## config.mk

```make
export PLATFORM = sky130hd
export DESIGN_NAME = conv_weight_stream_tx
export DESIGN_NICKNAME = d
export VERILOG_FILES = /design/src/rtl/conv_weight_stream_tx.sv
export SDC_FILE = /design/constraint.sdc
export NUM_CORES = 1
export LEC_CHECK = 0
export ABC_CLOCK_PERIOD_IN_PS = 1900
export CAP_MARGIN = 20
export CORE_ASPECT_RATIO = 0.8
export CORE_MARGIN = 5
export CORE_UTILIZATION = 35
export DETAILED_ROUTE_END_ITERATION = 12
export GPL_TIMING_DRIVEN = 0
export PLACE_DENSITY = 0.69
export SLEW_MARGIN = 10
export SYNTH_ARGS = -nofsm -noshare
export SYNTH_HDL_FRONTEND = slang
export SYNTH_SLANG_ARGS = --single-unit
```

## constraint.sdc

```tcl
create_clock -name clk -period 1.9 [get_ports clk]
set_input_delay 0.38 -clock clk [delete_from_list [all_inputs] [get_ports clk]]
set_output_delay 0.38 -clock clk [all_outputs]
set_load 0.05 [all_outputs]
```

## src/rtl/conv_weight_stream_tx.sv

```systemverilog
// Reads a full conv weight set from a synchronous-read memory and streams it one word per cycle.
// Optional running checksum output enabled by defining CONV_WEIGHT_TX_CHKSUM_EN.
module conv_weight_stream_tx #(
    parameter int unsigned DATA_WIDTH      = 32,
    parameter int unsigned KERNEL          = 7,
    parameter int unsigned CHANNEL_NUM_IN  = 3,
    parameter int unsigned CHANNEL_NUM_OUT = 64,
    parameter int unsigned ADDR_WIDTH      = 14
) (
    input  logic                  clk,
    input  logic                  reset,
    input  logic                  start,
    input  logic                  hold,
    output logic                  mem_rd_en,
    output logic [ADDR_WIDTH-1:0] mem_addr,
    input  logic [DATA_WIDTH-1:0] mem_rd_data,
    output logic                  valid_weight_out,
    output logic [DATA_WIDTH-1:0] weight_out,
    output logic                  last_out,
    output logic                  busy,
    output logic                  done
`ifdef CONV_WEIGHT_TX_CHKSUM_EN
    ,
    output logic [DATA_WIDTH-1:0] chksum_out
`endif
);

    localparam int unsigned TOTAL = KERNEL * KERNEL * CHANNEL_NUM_IN * CHANNEL_NUM_OUT;
    localparam logic [ADDR_WIDTH-1:0] LAST_ADDR = ADDR_WIDTH'(TOTAL - 1);

    typedef enum logic [1:0] {
        StIdle,
        StStream,
        StDrain,
        StDone
    } state_e;

    state_e                  state_q, state_d;
    logic [ADDR_WIDTH-1:0]   addr_q, addr_d;
    logic                    issue;
    // Stage 1: a read is in flight and its data is on mem_rd_data this cycle.
    logic                    rd_pend_q;
    logic                    rd_last_q;
    // Stage 2: registered output word.
    logic                    valid_q;
    logic                    last_q;
    logic [DATA_WIDTH-1:0]   weight_q;

    always_comb begin
        state_d = state_q;
        addr_d  = addr_q;
        issue   = 1'b0;
        busy    = 1'b1;
        done    = 1'b0;
        unique case (state_q)
            StIdle: begin
                busy = 1'b0;
                if (start) begin
                    state_d = StStream;
                    addr_d  = '0;
                end
            end
            StStream: begin
                issue = !hold;
                if (issue) begin
                    if (addr_q == LAST_ADDR) begin
                        state_d = StDrain;
                    end else begin
                        addr_d = addr_q + ADDR_WIDTH'(1);
                    end
                end
            end
            // Final word leaves the output register in the cycle stage 1 goes empty.
            StDrain: begin
                if (!rd_pend_q) begin
                    state_d = StDone;
                end
            end
            StDone: begin
                done    = 1'b1;
                state_d = StIdle;
            end
            default: state_d = StIdle;
        endcase
    end

    always_ff @(posedge clk) begin
        if (reset) begin
            state_q   <= StIdle;
            addr_q    <= '0;
            rd_pend_q <= 1'b0;
            rd_last_q <= 1'b0;
            valid_q   <= 1'b0;
            last_q    <= 1'b0;
            weight_q  <= '0;
        end else begin
            state_q   <= state_d;
            addr_q    <= addr_d;
            rd_pend_q <= issue;
            rd_last_q <= issue && (addr_q == LAST_ADDR);
            valid_q   <= rd_pend_q;
            last_q    <= rd_last_q;
            if (rd_pend_q) begin
                weight_q <= mem_rd_data;
            end
        end
    end

`ifdef CONV_WEIGHT_TX_CHKSUM_EN
    logic [DATA_WIDTH-1:0] chksum_q;

    always_ff @(posedge clk) begin
        if (reset) begin
            chksum_q <= '0;
        end else if (state_q == StIdle && start) begin
            chksum_q <= '0;
        end else if (valid_q) begin
            chksum_q <= chksum_q + weight_q;
        end
    end

    assign chksum_out = chksum_q;
`endif

    assign mem_rd_en        = issue;
    assign mem_addr         = addr_q;
    assign valid_weight_out = valid_q;
    assign weight_out       = weight_q;
    assign last_out         = last_q;

endmodule

```

=== After elaboration in Yosys (flattened, before gate mapping) ===
Cells that the tools add are included.

* Logic and storage cells: 35
* Bits of input ports: 36
* Bits in registers: 52
* Output and inout port bits: 51

* Mux-type cells: 12
* Eq/ne operators: 9
* Reduce and logical (&&, ||, !) cells: 6
* Add/sub/neg operators: 1

{| class="wikitable"
|+ Operators with widths
! kind !! count
|-
| $mux 14 || 3
|-
| $pmux 14 s2 || 1
|-
| $add 14x1->14 const B || 1
|-
| $eq 14x14->1 const B || 1
|-
| $ne 2x2->1 const B || 5
|-
| $mux 2 || 4
|-
| $pmux 2 s4 || 1
|-
| $reduce_and 4->1 || 2
|-
| $eq 2x2->1 const B || 2
|-
| $mux 1 || 3
|-
| $eq 2x1->1 const B || 1
|-
| $logic_not 2->1 || 1
|-
| $reduce_bool 2->1 || 1
|-
| $logic_and 1x1->1 || 1
|-
| $logic_not 1->1 || 1
|}

=== Logic depth before layout (Yosys ltp) ===
Gate-level depths: netlist of the first run.

* Depth in word-level cells: 4
* Gate-level depth with buffers: 9
* Mapped depth without buffers: 7

=== Worst setup path before layout of the first run ===
Ideal clock, no wire load.

* Path type: register to register
* Start point: register addr_q[0], in the netlist mem_addr[0]
* End point: register addr_q[12], in the netlist mem_addr[12]
* Required time: 1755 ps
* Stages on the path, launching flop included: 7
* Path slack: -234 ps
* Setup time: 145 ps
* Path buffers: 0
* Clock period less this slack: 2134 ps
* Data arrival time: 1989 ps
* Cells stage by stage: dfxtp_1 ha_1 nand3_1 or4_1 and2_0 o21ai_0 o41ai_1

* Word-level cells in the longest chain between the ends: 4
* Elaborated cells between the ends (all ways): 7
* Those cells by class: 1 x add/sub; 2 x eq/ne; 3 x mux; 1 x reduce/logical

{| class="wikitable"
|+ Ends and longest elaborated chain
! item !! line !! source
|-
| from (decl) || 39 || <nowiki>logic [ADDR_WIDTH-1:0] addr_q, addr_d;</nowiki>
|-
| from (signal assigned) || 98 || <nowiki>addr_q <= addr_d;</nowiki>
|-
| $add 14x1->14 || 69 || <nowiki>addr_d = addr_q + ADDR_WIDTH'(1);</nowiki>
|-
| $mux 14 || 66 || <nowiki>if (addr_q == LAST_ADDR) begin</nowiki>
|-
| $mux 14 || 65 || <nowiki>if (issue) begin</nowiki>
|-
| $pmux 14 s2 || 55 || <nowiki>unique case (state_q)</nowiki>
|}

Several ways; a longest one is shown, not always the timed one. The select of a mux whose other input is x is not followed.
A chain may end at the register's enable or synchronous reset.

=== Final worst setup path of the first run ===
* Start point: register addr_q[8], in the netlist mem_addr[8]
* End point: output mem_addr[8]

{| class="wikitable"
|+ RTL lines
! item !! line !! source
|-
| to (decl) || 15 || <nowiki>output logic [ADDR_WIDTH-1:0] mem_addr,</nowiki>
|}

No word-level cell between the ends.

==> results of run 1 <==
-- report_power, final --
group | internal [mW] | switching, mW
combinational | 0.657 | 0.944
sequential | 1.19 | 0.0622
clock | 0.431 | 0.377
-- sequential cells by signal (all words and copies together), names as in the netlist --
name / count
valid_weight_out: 1
state_q: 2
mem_addr: 14
rd_last_q: 1
rd_pend_q: 1
last_out: 1
weight_out: 32
-- cell usage after synthesis (2+ instances only) --
library cell	count
nand2b_1	4
inv_1	4
or4_1	3
or3_1	3
ha_1	5
nor2b_1	6
o21a_1	2
o21ai_0	9
nor3_1	3
nor2_1	40
a21oi_1	6
o211ai_1	2
clkbuf_1	8
mux2i_1	34
a31oi_1	4
dfxtp_1	52
nand2_1	13
and2_1	5
buf_1	3
nand3_1	9
nand4_1	2
-- layer usage --
layer | track usage (%) | wire length [um] | vias up
met1 | 20.56 | 2871 | 975
met2 | 23.26 | 2820 | 71
met3 | 4.034 | 464 | 4
met5 | 0 | 0 | -
met4 | 4.366 | 60 | 0
li1 | - | - | 1027
-- logic make-up (layout without fill, tap and decap cells) --
group                      Yosys count  count (layout)  synth area share, %
adders and majority gates            5               5                2.815
and+or+nand+nor                    100             100                23.09
buffers and inverters               17             116                3.097
DFF                                 52              52                46.85
muxes                               34              34                15.32
AOI/OAI and AO/OA                   30              30                8.840
-- worst min-delay path by stage --
stage	end	slack [ns]
final	last_out	0.45
after global routing	last_out	0.46
after CTS	last_out	0.45
after detailed placement	last_out	0.43
after global placement	last_out	0.42
after floorplan	last_out	0.41
-- through the flow --
stage	cell area (sq um)	total power [mW]	util, %	cells	setup TNS [ns]
6_report	3453	3.664	55.00	421	0
5_1_grt	3453	3.870	55.00	421	-0.2930
4_1_cts	3304	3.439	52.63	414	-0.8325
3_5_place_dp	3198	2.635	50.94	407	-2.519
3_3_place_gp	3198	2.612	50.94	407	-2.523
2_1_floorplan	2242	2.192	-	238	0
-- cell type report --
type	instances	area, sq um	area share, %
Inverter	4	18.77	0.5435
Timing Repair Buffer	92	907.1	26.27
Buffer	12	55.05	1.594
Sequential cell	52	1064	30.80
Clock inverter	2	38.79	1.123
Tap cell	84	105.1	3.043
Clock buffer	6	82.58	2.391
Multi-Input combinational cell	169	1182	34.24
-- repair_timing --
action                                  CTS  global route
endpoints found under the setup margin   28            35
hold buffers                              0             0
pin swaps                                 0             5
setup buffers                             0             7
gates resized for setup                  22            30
==> impl_metrics.toml, run 1 <==
[status]
outcome = "finished, final reports clean"

[die]
die_x_um = 99.09
dieArea_sq_um = 8053
coreArea_sq_um = 6279
rows = 26
io_pins = 87
start_util_pct = 35.39
die_height_um = 81.27

[place]
dp_hpwl_mm = 4.443
gp_congestion = 0.8009
preCtsSetupSlack_ns = -0.4459
port_buffers = 85

[clock_network]
clkTransAtPathRegs_ns = 0.09
clkSinkCount = 52
cts_buffers = 5
clockBufferDepth = 2
insertion_delay_ns = 0.30
cts_max_level = 2
clockRootBuffer = "clkbuf_8"
cts_tree = "yes"

[hold_path]
hold_start = "rd_last_q"
hp-class = "flip-flop to flip-flop"
hold_depth = 1

[grt]
grt_pass1_wl_mm = 9.756
grt_usage_pct = 15.02
grt_max_degree = 17
grt_pass1_vias = 1963
antenna_found_initial = 0
grt-ovfl-total = 0

[layout]
most-common-layout-cells = "clkdlybuf4s50_1 (63), dfxtp_1 (40), nor2_1 (39)"
drive_gt1_share_pct = 15.13
final_nets = 377
area.growth.synth_to_final_pct = 55.41
final_common_cell = "clkdlybuf4s50_1"
diodes = 0
n_fill_cell = 566

[routing]
drt_iter0_markers = 84
drt_wl_total_mm = 6.217
vias_per_cell = 4.933
via_count = 2077
remaining_drc_errors = 0
ant_nets = 0
routedWlPerCell_um = 14.77
drtPass1Iterations = 4

[synth]
netlist_instances = 238
synth_edf_count = 0
synthTopCellsByArea = "dfxtp_1 (47%), mux2i_1 (15%), nor2_1 (6.8%), ha_1 (2.8%), nand2_1 (2.2%)"
synth-seq-cells = 52
yosysTopAreaCell = "dfxtp_1"
synth_area_sq_um = 2222
yosysUniqueCellTypes = 42
avgSynthCellArea_sq_um = 9.337
synth_flop_cell = "dfxtp_1"
synth_top_area_share_pct = 46.85
yosys_warnings = 0
synthesis.nets = 279
async_flop_share_pct = 0
ys_seq_area_share_pct = 46.85

[sta]
rsz0062_at_grt = "true"
max_slew.worst_pin.slew_ns = 0.6414
period_share_pct = 99.15
clock.fmax_mhz = 530.8
slew_headroom_pct = 57.24
finalSetupViolCount = 0
holdWs_ns = 0.4450
setup_slack_ns = 0.01620
hold_viol_final = 0
finClkSkew_ns = 0.008505
period_minus_slack_ns = 1.884
drv_slew = 0

[worst_setup_path]
cp_slowest_cell = "clkdlybuf4s50_1"
crit_cells = 1
crit_path_cell_trace = "clkdlybuf4s50_1"
worst_r2r_startpoint = "mem_addr[11]"
critPathBufInv = 1
cp.arrival_ns = 1.50
cp-startpoint = "mem_addr[8]"
r2r_cells = 5
worstSetupPathType = "flip-flop to primary output"
crit_path_max_fanout = 6
rrSetupSlack_ns = 0.07
critical_path.endpoint = "mem_addr[8]"
cp_top_family = "buffers and inverters"
cp_slowest_stage_delay_ns = 0.81
cp-start-kind = "flip-flop"
end_kind = "primary output"
worstPathRequired_ns = 1.52
r2r_end = "state_q[1]"

[flow_run]
max_cap_viol_count = 0

[power_and_ir_drop]
powerDensity_nw_per_um2 = 1061
p_leak_nw = 1.400
worst_ir_drop_vdd_v = 0.0004513
Power figures use the tool's default switching activity.
==> run 2, diff against run 1 <==
--- a/config.mk
+++ b/config.mk
@@ -12,7 +12,7 @@
 export CORE_UTILIZATION = 35
 export DETAILED_ROUTE_END_ITERATION = 12
 export GPL_TIMING_DRIVEN = 0
-export PLACE_DENSITY = 0.69
+export PLACE_DENSITY_LB_ADDON = 0.08
 export SLEW_MARGIN = 10
 export SYNTH_ARGS = -nofsm -noshare
 export SYNTH_HDL_FRONTEND = slang
==> run 2 against run 1 <==
Worst setup slack better by 0.033 ns. First-iteration DRC count decreased by 23%. Clock skew is 0.0055 ns lower. Maximum frequency increased by 1.8%. Wire length fell by 3.7%. Sequential share of layout area is 0.74 points higher. Combinational power down 10%. Hold slack got worse by 0.0024 ns. Cell area down 2.4%. Non-clock buffer count fell by 6. Clock power down 16%. Largest cell class unchanged.
==> impl_metrics.toml, run 2 (synthesis results as in run 1) <==
[layout]
final_util_pct = 53.71
diodes = 0
final_cells = 413
drive_gt1_share_pct = 12.46
largest_reg_flops = 32
area.growth.synth_to_final_pct = 51.75
final_area_sq_um = 3372
most-common-layout-cells = "clkdlybuf4s50_1 (67), dfxtp_1 (40), nor2_1 (39)"
final_nets = 371
final_common_cell = "clkdlybuf4s50_1"
n_fill_cell = 595

[sta]
setup_slack_ns = 0.04928
period_minus_slack_ns = 1.851
finClkSkew_ns = 0.002981
max_slew.worst_pin.slew_ns = 0.6913
clock.fmax_mhz = 540.3
hold_viol_final = 0
period_share_pct = 97.41
finalSetupViolCount = 0
slew_headroom_pct = 53.91
drv_slew = 0

[die]
rows = 26
die_x_um = 99.09
die_height_um = 81.27
io_pins = 87
start_util_pct = 35.39
dieArea_sq_um = 8053
coreArea_sq_um = 6279

[worst_setup_path]
worstSetupPathType = "flip-flop to primary output"
cp-startpoint = "mem_addr[13]"
worstPathRequired_ns = 1.52
cp_top_family = "buffers and inverters"
cp-start-kind = "flip-flop"
rrSetupSlack_ns = 0.12
crit_path_cell_trace = "clkdlybuf4s50_1"
cp.arrival_ns = 1.47
end_kind = "primary output"
worst_r2r_startpoint = "state_q[0]"
r2r_cells = 7
r2r_end = "mem_addr[13]"
critPathBufInv = 1
crit_path_max_fanout = 4
cp_slowest_stage_delay_ns = 0.81
cp_slowest_cell = "clkdlybuf4s50_1"

[clock_network]
clockBufferDepth = 2
clkTransAtPathRegs_ns = 0.09
cts_max_level = 2
insertion_delay_ns = 0.30
clkSinkCount = 52
cts_tree = "yes"
hold_buffers = 0
cts_buffers = 5
clockRootBuffer = "clkbuf_8"

[grt]
grt_usage_pct = 14.99
grt_max_degree = 15
grt_pass1_wl_mm = 9.632
grt-ovfl-total = 0
grt_pass1_vias = 1873
antenna_found_initial = 0

[flow_run]
max_cap_viol_count = 0

[power_and_ir_drop]
seqPwrFrac_pct = 37.4
power_switching_mw = 1.327
worst_ir_drop_vdd_v = 0.0007505
clockPowerShare_pct = 20.0
powerDensity_nw_per_um2 = 1005
switching_share_pct = 39.17
p_comb_share_pct = 42.6
p_leak_nw = 1.257
p_int_mw = 2.061

[place]
gp_congestion = 0.8012
place_inst = 407
preCtsSetupSlack_ns = -0.4737
place_area_sq_um = 3198
port_buffers = 85
dp_hpwl_mm = 4.420

[routing]
drt_wl_total_mm = 5.989
ant_nets = 0
drt_iter0_markers = 65
vias_per_cell = 4.847
routedWlPerCell_um = 14.50
drtPass1Iterations = 4
remaining_drc_errors = 0
via_count = 2002

[hold_path]
hp-class = "flip-flop to flip-flop"
hold_start = "rd_last_q"
holdPathEnd = "last_out"
hold_depth = 1

[status]
outcome = "finished, final reports clean"
==> run 2: cell count changes in the layout (fill, tap and decap cells not counted), moves of 2 or more <==
cell             previous run  this run
dlymetal6s2s_1              8         2
buf_4                       8         3
clkdlybuf4s50_1            63        67
dlygate4sd2_1              12        14
==> run 2: power by group through the flow <==
stage	registers (mW)	clock network, mW	logic (mW)
after floorplan	1.49	0	0.701
after global placement	1.27	0	1.36
after detailed placement	1.27	0	1.36
after CTS	1.25	0.709	1.41
after global routing	1.28	0.757	1.55
final	1.27	0.677	1.44
==> run 2: layer usage <==
metal	GRT usage (%)	wire (um)	up-vias
met4	3.683	40	0
met1	20.96	2982	919
met3	4.549	386	4
met2	22.59	2580	65
met5	0	0	-
li1	-	-	1014
==> run 2: cell type report <==
type / count / area, sq um / share of cell area [%]
buffer: 12 / 51.30 / 1.521
clock buffer: 6 / 93.84 / 2.783
inverter: 4 / 15.01 / 0.4453
multi-input combinational: 169 / 1199 / 35.55
sequential: 52 / 1064 / 31.54
tap: 84 / 105.1 / 3.117
timing repair buffer: 86 / 844.6 / 25.05
==> run 2: how the worst max path moves through the flow <==
stage                         endpoint  slack [ns]  depth (start not counted)
after detailed placement     mem_rd_en       -0.47                          6
after floorplan             state_q[1]       0.002                          5
after global routing        state_q[0]       -0.04                          4
final                     mem_addr[13]        0.05                          1
after CTS                    mem_rd_en        0.01                          5
after global placement       mem_rd_en       -0.48                          5
==> run 2: repair_timing <==
item,CTS,global route
resized for setup,33,14
setup endpoints to repair,28,17
buffers inserted,1,0
pin swaps,1,0
gates cloned,0,0
==> run 2: through the flow <==
stage                     hold slack (ns)  TNS (ns)  power, mW
after floorplan                    0.4138         0      2.192
after global placement             0.4199    -2.754      2.627
after detailed placement           0.4254    -2.749      2.637
after CTS                          0.4475         0      3.369
after global routing               0.4686  -0.04102      3.588
final                              0.4426         0      3.388
